### src/rtl/namuru_dump_sequencer_if.sv
// Bus bundle for namuru_dump_sequencer.
// Groups the CPU WISHBONE slave port, the correlator WISHBONE master port and
// the tagged dump stream.
//   slave  : sequencer view. It takes the CPU request, drives the correlator
//            request and drives the dump stream.
//   master : environment view. CPU, correlator bridge and dump sink.
interface namuru_dump_sequencer_if;
  // CPU slave port
  logic [31:0] cpu_adr_i;
  logic [31:0] cpu_dat_i;
  logic [31:0] cpu_dat_o;
  logic [3:0]  cpu_sel_i;
  logic        cpu_stb_i;
  logic        cpu_cyc_i;
  logic        cpu_we_i;
  logic        cpu_ack_o;
  // correlator master port
  logic [31:0] cor_adr_o;
  logic [31:0] cor_dat_o;
  logic [31:0] cor_dat_i;
  logic [3:0]  cor_sel_o;
  logic        cor_stb_o;
  logic        cor_cyc_o;
  logic        cor_we_o;
  logic        cor_ack_i;
  // dump stream
  logic [31:0] dump_dat_o;
  logic [7:0]  dump_tag_o;
  logic        dump_valid_o;
  logic        dump_ready_i;

  modport slave (
    input  cpu_adr_i, cpu_dat_i, cpu_sel_i, cpu_stb_i, cpu_cyc_i, cpu_we_i,
    output cpu_dat_o, cpu_ack_o,
    output cor_adr_o, cor_dat_o, cor_sel_o, cor_stb_o, cor_cyc_o, cor_we_o,
    input  cor_dat_i, cor_ack_i,
    output dump_dat_o, dump_tag_o, dump_valid_o,
    input  dump_ready_i
  );

  modport master (
    output cpu_adr_i, cpu_dat_i, cpu_sel_i, cpu_stb_i, cpu_cyc_i, cpu_we_i,
    input  cpu_dat_o, cpu_ack_o,
    input  cor_adr_o, cor_dat_o, cor_sel_o, cor_stb_o, cor_cyc_o, cor_we_o,
    output cor_dat_i, cor_ack_i,
    input  dump_dat_o, dump_tag_o, dump_valid_o,
    output dump_ready_i
  );
endinterface

### src/rtl/namuru_dump_sequencer.sv
// namuru_dump_sequencer
// Owns the single correlator WISHBONE port. On each rising edge of accum_int it
// reads REGS_PER_CH registers from each of NUM_CH channels and streams every
// word out with a {channel, register} tag. When no dump is running, CPU
// accesses pass straight through to the correlator.
// Ports:
//   sys_clk, sys_rst   clock; asynchronous active-high reset
//   accum_int          accumulation interrupt (level, already in sys_clk)
//   bus                CPU slave, correlator master and dump stream signals
//   dump_done_o        one-cycle pulse when a full dump has been streamed
//   dump_err_o         sticky flag, set when a correlator access timed out
//   overrun_cnt_o      saturating count of interrupts that could not be queued
module namuru_dump_sequencer #(
  parameter int unsigned NUM_CH      = 12,
  parameter int unsigned REGS_PER_CH = 6,
  parameter int unsigned CH_SHIFT    = 5,
  parameter logic [31:0] BASE_ADR    = 32'h0000_0000,
  parameter int unsigned TIMEOUT     = 255
) (
  input  logic                          sys_clk,
  input  logic                          sys_rst,
  input  logic                          accum_int,
  namuru_dump_sequencer_if.slave        bus,
  output logic                          dump_done_o,
  output logic                          dump_err_o,
  output logic [7:0]                    overrun_cnt_o
);

  typedef enum logic [2:0] {S_IDLE, S_CPU, S_SEQ_REQ, S_SEQ_OUT, S_DONE} state_t;

  localparam logic [3:0] CH_LAST  = 4'(NUM_CH - 1);
  localparam logic [3:0] REG_LAST = 4'(REGS_PER_CH - 1);
  localparam logic [7:0] TMO_LAST = 8'(TIMEOUT - 1);

  state_t      r_state, w_state_nxt;
  logic        r_accum_q, r_pending;
  logic [3:0]  r_ch, r_reg;
  logic [7:0]  r_tmo, w_tmo_nxt;
  logic        w_rise, w_start, w_load, w_accept, w_tmo_err, w_last, w_seq_busy;
  logic [31:0] w_seq_adr;

  assign w_rise     = accum_int & ~r_accum_q;
  assign w_last     = (r_ch == CH_LAST) && (r_reg == REG_LAST);
  assign w_seq_busy = (r_state == S_SEQ_REQ) || (r_state == S_SEQ_OUT);
  assign w_seq_adr  = BASE_ADR + ({28'd0, r_ch} << CH_SHIFT) + ({28'd0, r_reg} << 2);

  always_ff @(posedge sys_clk or posedge sys_rst) begin
    if (sys_rst) begin
      r_state <= S_IDLE;
      r_tmo   <= '0;
    end else begin
      r_state <= w_state_nxt;
      r_tmo   <= w_tmo_nxt;
    end
  end

  always_comb begin
    w_state_nxt      = r_state;
    w_tmo_nxt        = '0;
    w_start          = 1'b0;
    w_load           = 1'b0;
    w_accept         = 1'b0;
    w_tmo_err        = 1'b0;
    bus.cor_adr_o    = '0;
    bus.cor_dat_o    = '0;
    bus.cor_sel_o    = '0;
    bus.cor_stb_o    = 1'b0;
    bus.cor_cyc_o    = 1'b0;
    bus.cor_we_o     = 1'b0;
    bus.cpu_dat_o    = '0;
    bus.cpu_ack_o    = 1'b0;
    dump_done_o      = 1'b0;
    case (r_state)
      S_IDLE: begin
        // a queued dump wins over a waiting CPU request
        if (r_pending) begin
          w_start     = 1'b1;
          w_state_nxt = S_SEQ_REQ;
        end else if (bus.cpu_cyc_i && bus.cpu_stb_i) begin
          w_state_nxt = S_CPU;
        end
      end
      S_CPU: begin
        bus.cor_adr_o = bus.cpu_adr_i;
        bus.cor_dat_o = bus.cpu_dat_i;
        bus.cor_sel_o = bus.cpu_sel_i;
        bus.cor_we_o  = bus.cpu_we_i;
        bus.cor_cyc_o = bus.cpu_cyc_i;
        bus.cor_stb_o = bus.cpu_stb_i;
        bus.cpu_dat_o = bus.cor_dat_i;
        bus.cpu_ack_o = bus.cor_ack_i;
        if (!bus.cpu_cyc_i || bus.cor_ack_i) begin
          w_state_nxt = S_IDLE;
        end else if (bus.cpu_stb_i) begin
          if (r_tmo == TMO_LAST) begin
            w_tmo_err   = 1'b1;
            w_state_nxt = S_IDLE;
          end else begin
            w_tmo_nxt = r_tmo + 8'd1;
          end
        end else begin
          w_tmo_nxt = r_tmo;
        end
      end
      S_SEQ_REQ: begin
        bus.cor_cyc_o = 1'b1;
        bus.cor_stb_o = 1'b1;
        bus.cor_sel_o = 4'hF;
        bus.cor_adr_o = w_seq_adr;
        if (bus.cor_ack_i) begin
          w_load      = 1'b1;
          w_state_nxt = S_SEQ_OUT;
        end else if (r_tmo == TMO_LAST) begin
          w_tmo_err   = 1'b1;
          w_state_nxt = S_IDLE;
        end else begin
          w_tmo_nxt = r_tmo + 8'd1;
        end
      end
      S_SEQ_OUT: begin
        if (bus.dump_valid_o && bus.dump_ready_i) begin
          w_accept    = 1'b1;
          w_state_nxt = w_last ? S_DONE : S_SEQ_REQ;
        end
      end
      S_DONE: begin
        dump_done_o = 1'b1;
        w_state_nxt = S_IDLE;
      end
      default: w_state_nxt = S_IDLE;
    endcase
  end

  // dump datapath and channel/register indices
  always_ff @(posedge sys_clk or posedge sys_rst) begin
    if (sys_rst) begin
      r_ch             <= '0;
      r_reg            <= '0;
      bus.dump_dat_o   <= '0;
      bus.dump_tag_o   <= '0;
      bus.dump_valid_o <= 1'b0;
      dump_err_o       <= 1'b0;
    end else begin
      if (w_start) begin
        r_ch  <= '0;
        r_reg <= '0;
      end
      if (w_load) begin
        bus.dump_dat_o   <= bus.cor_dat_i;
        bus.dump_tag_o   <= {r_ch, r_reg};
        bus.dump_valid_o <= 1'b1;
      end
      if (w_accept) begin
        bus.dump_valid_o <= 1'b0;
        if (r_reg == REG_LAST) begin
          r_reg <= '0;
          r_ch  <= r_ch + 4'd1;
        end else begin
          r_reg <= r_reg + 4'd1;
        end
      end
      if (w_tmo_err) dump_err_o <= 1'b1;
    end
  end

  // A rise that cannot be queued (dump running or one already pending, which
  // includes the cycle IDLE consumes pending) is counted as an overrun but
  // still leaves pending set, so exactly one more dump follows.
  always_ff @(posedge sys_clk or posedge sys_rst) begin
    if (sys_rst) begin
      r_accum_q     <= 1'b0;
      r_pending     <= 1'b0;
      overrun_cnt_o <= '0;
    end else begin
      r_accum_q <= accum_int;
      if (w_rise) begin
        if ((r_pending || w_seq_busy) && (overrun_cnt_o != 8'hFF))
          overrun_cnt_o <= overrun_cnt_o + 8'd1;
        r_pending <= 1'b1;
      end else if (w_start) begin
        r_pending <= 1'b0;
      end
    end
  end

endmodule

### src/flat_wrapper.sv
// flat-port wrapper written by rule: the top's interface ports become plain ports
module namuru_dump_sequencer_flat 
#(
  parameter int unsigned NUM_CH      = 12,
  parameter int unsigned REGS_PER_CH = 6,
  parameter int unsigned CH_SHIFT    = 5,
  parameter logic [31:0] BASE_ADR    = 32'h0000_0000,
  parameter int unsigned TIMEOUT     = 255
)
  (sys_clk, sys_rst, accum_int, dump_done_o, dump_err_o, overrun_cnt_o, bus_cpu_adr_i, bus_cpu_dat_i, bus_cpu_sel_i, bus_cpu_stb_i, bus_cpu_cyc_i, bus_cpu_we_i, bus_cpu_dat_o, bus_cpu_ack_o, bus_cor_adr_o, bus_cor_dat_o, bus_cor_sel_o, bus_cor_stb_o, bus_cor_cyc_o, bus_cor_we_o, bus_cor_dat_i, bus_cor_ack_i, bus_dump_dat_o, bus_dump_tag_o, bus_dump_valid_o, bus_dump_ready_i);
  namuru_dump_sequencer_if bus_i ();
  input  logic sys_clk;
  input  logic sys_rst;
  input  logic accum_int;
  output logic dump_done_o;
  output logic dump_err_o;
  output logic [7:0] overrun_cnt_o;
  input wire logic [$bits(bus_i.cpu_adr_i)-1:0] bus_cpu_adr_i;
  input wire logic [$bits(bus_i.cpu_dat_i)-1:0] bus_cpu_dat_i;
  input wire logic [$bits(bus_i.cpu_sel_i)-1:0] bus_cpu_sel_i;
  input wire logic [$bits(bus_i.cpu_stb_i)-1:0] bus_cpu_stb_i;
  input wire logic [$bits(bus_i.cpu_cyc_i)-1:0] bus_cpu_cyc_i;
  input wire logic [$bits(bus_i.cpu_we_i)-1:0] bus_cpu_we_i;
  output wire logic [$bits(bus_i.cpu_dat_o)-1:0] bus_cpu_dat_o;
  output wire logic [$bits(bus_i.cpu_ack_o)-1:0] bus_cpu_ack_o;
  output wire logic [$bits(bus_i.cor_adr_o)-1:0] bus_cor_adr_o;
  output wire logic [$bits(bus_i.cor_dat_o)-1:0] bus_cor_dat_o;
  output wire logic [$bits(bus_i.cor_sel_o)-1:0] bus_cor_sel_o;
  output wire logic [$bits(bus_i.cor_stb_o)-1:0] bus_cor_stb_o;
  output wire logic [$bits(bus_i.cor_cyc_o)-1:0] bus_cor_cyc_o;
  output wire logic [$bits(bus_i.cor_we_o)-1:0] bus_cor_we_o;
  input wire logic [$bits(bus_i.cor_dat_i)-1:0] bus_cor_dat_i;
  input wire logic [$bits(bus_i.cor_ack_i)-1:0] bus_cor_ack_i;
  output wire logic [$bits(bus_i.dump_dat_o)-1:0] bus_dump_dat_o;
  output wire logic [$bits(bus_i.dump_tag_o)-1:0] bus_dump_tag_o;
  output wire logic [$bits(bus_i.dump_valid_o)-1:0] bus_dump_valid_o;
  input wire logic [$bits(bus_i.dump_ready_i)-1:0] bus_dump_ready_i;
  assign bus_i.cpu_adr_i = bus_cpu_adr_i;
  assign bus_i.cpu_dat_i = bus_cpu_dat_i;
  assign bus_i.cpu_sel_i = bus_cpu_sel_i;
  assign bus_i.cpu_stb_i = bus_cpu_stb_i;
  assign bus_i.cpu_cyc_i = bus_cpu_cyc_i;
  assign bus_i.cpu_we_i = bus_cpu_we_i;
  assign bus_cpu_dat_o = bus_i.cpu_dat_o;
  assign bus_cpu_ack_o = bus_i.cpu_ack_o;
  assign bus_cor_adr_o = bus_i.cor_adr_o;
  assign bus_cor_dat_o = bus_i.cor_dat_o;
  assign bus_cor_sel_o = bus_i.cor_sel_o;
  assign bus_cor_stb_o = bus_i.cor_stb_o;
  assign bus_cor_cyc_o = bus_i.cor_cyc_o;
  assign bus_cor_we_o = bus_i.cor_we_o;
  assign bus_i.cor_dat_i = bus_cor_dat_i;
  assign bus_i.cor_ack_i = bus_cor_ack_i;
  assign bus_dump_dat_o = bus_i.dump_dat_o;
  assign bus_dump_tag_o = bus_i.dump_tag_o;
  assign bus_dump_valid_o = bus_i.dump_valid_o;
  assign bus_i.dump_ready_i = bus_dump_ready_i;
  namuru_dump_sequencer #(.NUM_CH(NUM_CH), .REGS_PER_CH(REGS_PER_CH), .CH_SHIFT(CH_SHIFT), .BASE_ADR(BASE_ADR), .TIMEOUT(TIMEOUT)) u_core (.sys_clk(sys_clk), .sys_rst(sys_rst), .accum_int(accum_int), .bus(bus_i), .dump_done_o(dump_done_o), .dump_err_o(dump_err_o), .overrun_cnt_o(overrun_cnt_o));
endmodule
### config.mk
export PLATFORM = sky130hd
export DESIGN_NAME = namuru_dump_sequencer_flat
export DESIGN_NICKNAME = d
export VERILOG_FILES = /design/src/rtl/namuru_dump_sequencer_if.sv /design/src/rtl/namuru_dump_sequencer.sv /design/src/flat_wrapper.sv
export SDC_FILE = /design/constraint.sdc
export NUM_CORES = 1
export LEC_CHECK = 0
export ABC_CLOCK_PERIOD_IN_PS = 5000
export CAP_MARGIN = 20
export CORE_MARGIN = 2
export CORE_UTILIZATION = 40
export DETAILED_ROUTE_END_ITERATION = 8
export PLACE_DENSITY = 0.95
export SLEW_MARGIN = 10
export SYNTH_ARGS = -nofsm -noshare
export SYNTH_HDL_FRONTEND = slang
export SYNTH_SLANG_ARGS = --single-unit
### constraint.sdc
create_clock -name sys_clk -period 5 [get_ports sys_clk]
set_input_delay 1.5 -clock sys_clk [delete_from_list [all_inputs] [get_ports sys_clk]]
set_output_delay 1.5 -clock sys_clk [all_outputs]
set_load 0.005 [all_outputs]
### After elaboration in Yosys (flattened, before gate mapping)

Cells that the tools add are included.

| storage, ports and cells | value |
|---|---|
| output and inout port bits | 155 |
| register bits after elaboration | 71 |
| word-level logic and storage cells | 87 |
| memories kept | 0 |
| bits in writable memories | 0 |
| bits of input ports | 108 |
| memory bits (read-only) | 0 |
| latch bits | 0 |

| cells by class | value |
|---|---|
| multipliers | 0 |
| divide/modulo/power cells | 0 |
| shift-type cells | 0 |
| bitwise logic cells | 2 |
| eq/ne operators | 11 |
| magnitude comparators | 0 |
| $add $sub $neg | 5 |
| reductions and logical operators | 14 |
| muxes and demuxes | 44 |

Operators with widths:

| cell | count |
|---|---|
| $mux 32 | 2 |
| $pmux 32 s2 | 1 |
| $mux 8 | 4 |
| $mux 3 | 8 |
| $mux 4 | 6 |
| $mux 1 | 17 |
| $add 8x1->8 const B | 2 |
| $pmux 8 s2 | 1 |
| $pmux 3 s4 | 1 |
| $add 9x6->10 | 1 |
| $add 4x1->4 const B | 2 |
| $eq 8x8->1 const B | 1 |
| $ne 8x8->1 const B | 1 |
| $pmux 4 s2 | 1 |
| $eq 3x2->1 const B | 2 |
| $pmux 1 s2 | 3 |
| $reduce_bool 2->1 | 3 |
| $eq 4x3->1 const B | 1 |
| $eq 4x4->1 const B | 1 |
| $logic_and 1x1->1 | 4 |
| $eq 3x1->1 const B | 1 |
| $eq 3x3->1 const B | 1 |
| $logic_not 3->1 | 1 |
| $logic_or 1x1->1 | 3 |
| 8 further kinds | 8 |

### Longest topological paths before layout

| depth | value |
|---|---|
| depth in word-level cells | 5 |
| gate-level depth with buffers | 6 |
| mapped depth without buffers | 6 |

### Worst setup path before layout

No wires, ideal clock.

| timing path | value |
|---|---|
| kind | input port to output port |
| start | input port bus_cpu_adr_i[7] |
| end | output port bus_cor_adr_o[7] |
| data required time | 3.500 ns |
| buffers on the path | 0 |
| setup slack | 1.803 ns |
| arrival time | 1.697 ns |
| cell stages on the path | 1 |
| cells stage by stage | a22o_1 |

| between the ends | value |
|---|---|
| longest elaborated chain between the ends | 1 |

Ends and longest elaborated chain:

| what | line | RTL |
|---|---|---|
| start: declaration | flat_wrapper.sv:18 | `input wire logic [$bits(bus_i.cpu_adr_i)-1:0] bus_cpu_adr_i;` |
| $pmux 32 s2 | namuru_dump_sequencer.sv:73 | `case (r_state)` |
| end: declaration | flat_wrapper.sv:26 | `output wire logic [$bits(bus_i.cor_adr_o)-1:0] bus_cor_adr_o;` |

No other way between the ends.

### Worst setup path in the final report

| timing path | value |
|---|---|
| start | input port bus_cor_ack_i |
| end | output port bus_cpu_ack_o |

| between the ends | value |
|---|---|
| longest elaborated chain between the ends | 1 |

Ends and longest elaborated chain:

| what | line | RTL |
|---|---|---|
| start: declaration | flat_wrapper.sv:33 | `input wire logic [$bits(bus_i.cor_ack_i)-1:0] bus_cor_ack_i;` |
| $mux 1 | namuru_dump_sequencer.sv:73 |  |
| end: declaration | flat_wrapper.sv:25 | `output wire logic [$bits(bus_i.cpu_ack_o)-1:0] bus_cpu_ack_o;` |

No other way between the ends.

==> flow_summary.yaml <==
die:
  die_h_um: 105
  num_io_pins: 263
  die_w_um: 105
  start_util_pct: 41.3
  die_area_sq_um: 11000
  num_rows: 36
  core_area_sq_um: 9820
timing:
  clock_skew_ns: 0.00945
  max_slew_margin_pct: 30.2
  finalCritPeriodShare_pct: 86.5
  finalSetupTns_ns: 0
  finalHoldViolCount: 0
  setup_viol: 0
  fmax_mhz: 231
  period_needed_ns: 4.32
  worst_pin_slew_ns: 1.05
  setup_ws_ns: 0.676
  rsz0062_at_grt: "no"
  drv_slew: 0
yosys:
  yosys_warnings: 0
  synth_area_sq_um: 4060
  synth_cells: 388
  synth_edf_count: 0
  yosysMostFrequentCell: "and2_1"
  synth_top_cell_area_share_pct: 43.8
  synth_seq_cells: 71
  async_reset_ff_share_pct: 100
  synth_common_cells: "and2_1 (93), dfrtp_1 (71), mux2_1 (39)"
  synth_cell_types: 52
  ys.flop_type: "dfrtp_1"
  synth.area.top_cells: "dfrtp_1 (44%), and2_1 (14%), mux2_1 (11%), ha_1 (2.5%), a22o_1 (2.4%)"
  avgSynthCellArea_sq_um: 10.5
  yosysTopAreaCell: "dfrtp_1"
  yosysSeqAreaShare_pct: 43.8
  syn_nets: 504
pwr:
  clkPwrFrac_pct: 17.0
  comb_power_share_pct: 52.6
  switching_share_pct: 33.3
  internal-power_uw: 2040
  power.switching_uw: 1020
  p_per_area_nw_per_um2: 440
  vdd_ir_drop_max_v: 0.000291
  p_leak_uw: 0.00289
  power_uw: 3060
  p_seq_share_pct: 30.4
worst_setup_path:
  criticalPathCategory: "input port to output port"
  max_stage_delay_ns: 0.63
  path_cells: "clkdlybuf4s50_1 -> and2_1 -> clkdlybuf4s50_1"
  critical_path_required_ns: 3.50
  crit_top_cell: "clkdlybuf4s50_1"
  crit_path_start_kind: "input port"
  cp-end-kind: "output port"
  arrival_ns: 2.82
  slowest_stage: "clkdlybuf4s50_1"
  cp_max_fo: 6
placement:
  dpl.hpwl_mm: 11.6
  port-buffer-count: 262
  dp_slack_ns: 0.686
  place_area_sq_um: 6730
  gp_congestion: 0.887
global_route:
  groute.usage.overall_pct: 26.8
  grt_pass1_wl_mm: 22.7
  grt.overflow.total: 0
  grt_max_degree: 90
  grt_antenna_before_repair: 0
  grt_pass1_vias: 4072
clock_network:
  cts_buffers: 9
  cts_setup_buffers: 0
  cts_buffer_depth: 2
  cts_resized: 0
  clock_latency_ns: 0.35
  hold_buffers: 0
  clk_pin_slew_ns: 0.07
  cts_tree: "yes"
  cts_sinks: 71
  cts_root_buf: "clkbuf_8"
  h-tree-depth: 3
worst_hold_path:
  hp-class: "flip-flop to flip-flop"
final_layout:
  fillers: 732
  final_core_util_pct: 70.8
  largest_reg_flops: 32
  n_antenna_cell: 0
  fin_area_sq_um: 6950
  top_register: "u_core.bus.dump_dat_o"
  syn2layout_area_growth_pct: 71.2
  layout-drive-gt1-share_pct: 4.81
  final_nets: 756
route:
  drtAntennaViolNets: 0
  dr.first_iter.drc_count: 282
  wl_per_cell_um: 19.2
  drcViolationCount: 0
  routed_wl_mm: 14.9
  vias_per_cell: 5.20
  num_vias: 4046
  dr.pass1.iters: 6
run_status:
  status: "completed"
job:
  cap_viol_max_count: 0
## worst max-delay path: cells and delay by family
| kind | cells | cell delay (ns) |
|---|---|---|
| buf+inv | 2 | 1.16 |
| simple gates | 1 | 0.17 |
## routing by layer
| metal | vias up | wire [um] | GRT usage (%) |
|---|---|---|---|
| li1 | 1851 | - | - |
| met1 | 1950 | 5740 | 31.9 |
| met2 | 213 | 7180 | 44.4 |
| met3 | 32 | 1520 | 9.48 |
| met4 | 0 | 471 | 10.2 |
| met5 | - | 0 | 0 |
## power groups by stage
stage	registers [uW]	logic (uW)	clock network, uW
after floorplan	902	658	0
after global placement	916	1570	0
after CTS	928	1630	528
final	931	1610	519
after global routing	960	1730	555
after detailed placement	935	1610	0
## metrics by stage
step	hold slack [ns]	std cells
2_1_floorplan	0.451	388
3_3_place_gp	0.447	762
3_5_place_dp	0.458	762
4_1_cts	0.483	778
5_1_grt	0.499	778
6_report	0.478	778
## final cells by class
cell class                 count  area [sq um]  area share [%]
inverter                       9          33.8           0.486
clock inverter                 5          81.3            1.17
clock buffer                  11           141            2.03
multi-input combinational    284          2090            30.1
sequential                    71          1780            25.6
tap                          133           166            2.40
timing repair buffer         265          2660            38.2
## final timing paths
| check | end | cells after the start | slack, ns | startpoint |
|---|---|---|---|---|
| min | u_core.dump_err_o | 1 | 0.48 | u_core.dump_err_o |
| max in group asynchronous | u_core.bus.dump_dat_o[5] | 3 | 2.41 | sys_rst |
| max | bus_cpu_ack_o | 3 | 0.68 | bus_cor_ack_i |
| max reg2reg | u_core.bus.dump_dat_o[21] | 4 | 2.19 | u_core.r_state[1] |
| min in group asynchronous | u_core.bus.dump_dat_o[29] | 2 | 1.66 | sys_rst |
| min reg2reg | u_core.dump_err_o | 1 | 0.48 | u_core.dump_err_o |
## placed cells by master (no fill, tap or decap), types with 2 or more instances in the layout
| cell | count |
|---|---|
| a2111oi_0 | 2 |
| a21o_1 | 7 |
| a21oi_1 | 3 |
| a22o_1 | 11 |
| a311oi_1 | 2 |
| a31oi_1 | 2 |
| and2_1 | 92 |
| and3_1 | 2 |
| and3b_1 | 2 |
| buf_4 | 2 |
| bufinv_16 | 2 |
| clkbuf_8 | 10 |
| clkdlybuf4s50_1 | 262 |
| dfrtp_1 | 71 |
| ha_1 | 8 |
| inv_1 | 8 |
| mux2_1 | 39 |
| mux2_2 | 3 |
| nand2_1 | 24 |
| nand2b_1 | 2 |
| nand3_1 | 11 |
| nand3b_1 | 3 |
| nand4_1 | 6 |
| nor2_1 | 8 |
| nor2b_1 | 4 |
| nor3_1 | 2 |
| nor3b_4 | 2 |
| o21ai_0 | 10 |
| o21ai_1 | 2 |
| o21bai_1 | 2 |
| o311ai_1 | 3 |
| o31ai_1 | 2 |
| o41ai_1 | 2 |
| or2_2 | 2 |
| or3_1 | 3 |
| xor2_1 | 7 |
## logic make-up after synthesis
kind of cell             Yosys count  synth area share (%)
multiplexers                      42                  11.7
AO/OA/AOI/OAI                     56                  10.4
buffers and inverters             33                  4.90
flip-flops                        71                  43.8
XOR/XNOR                           8                  1.73
AND/OR/NAND/NOR                  170                  25.1
adder cells (fa/ha/maj)            8                  2.47
(Power assumes the default switching activity.)
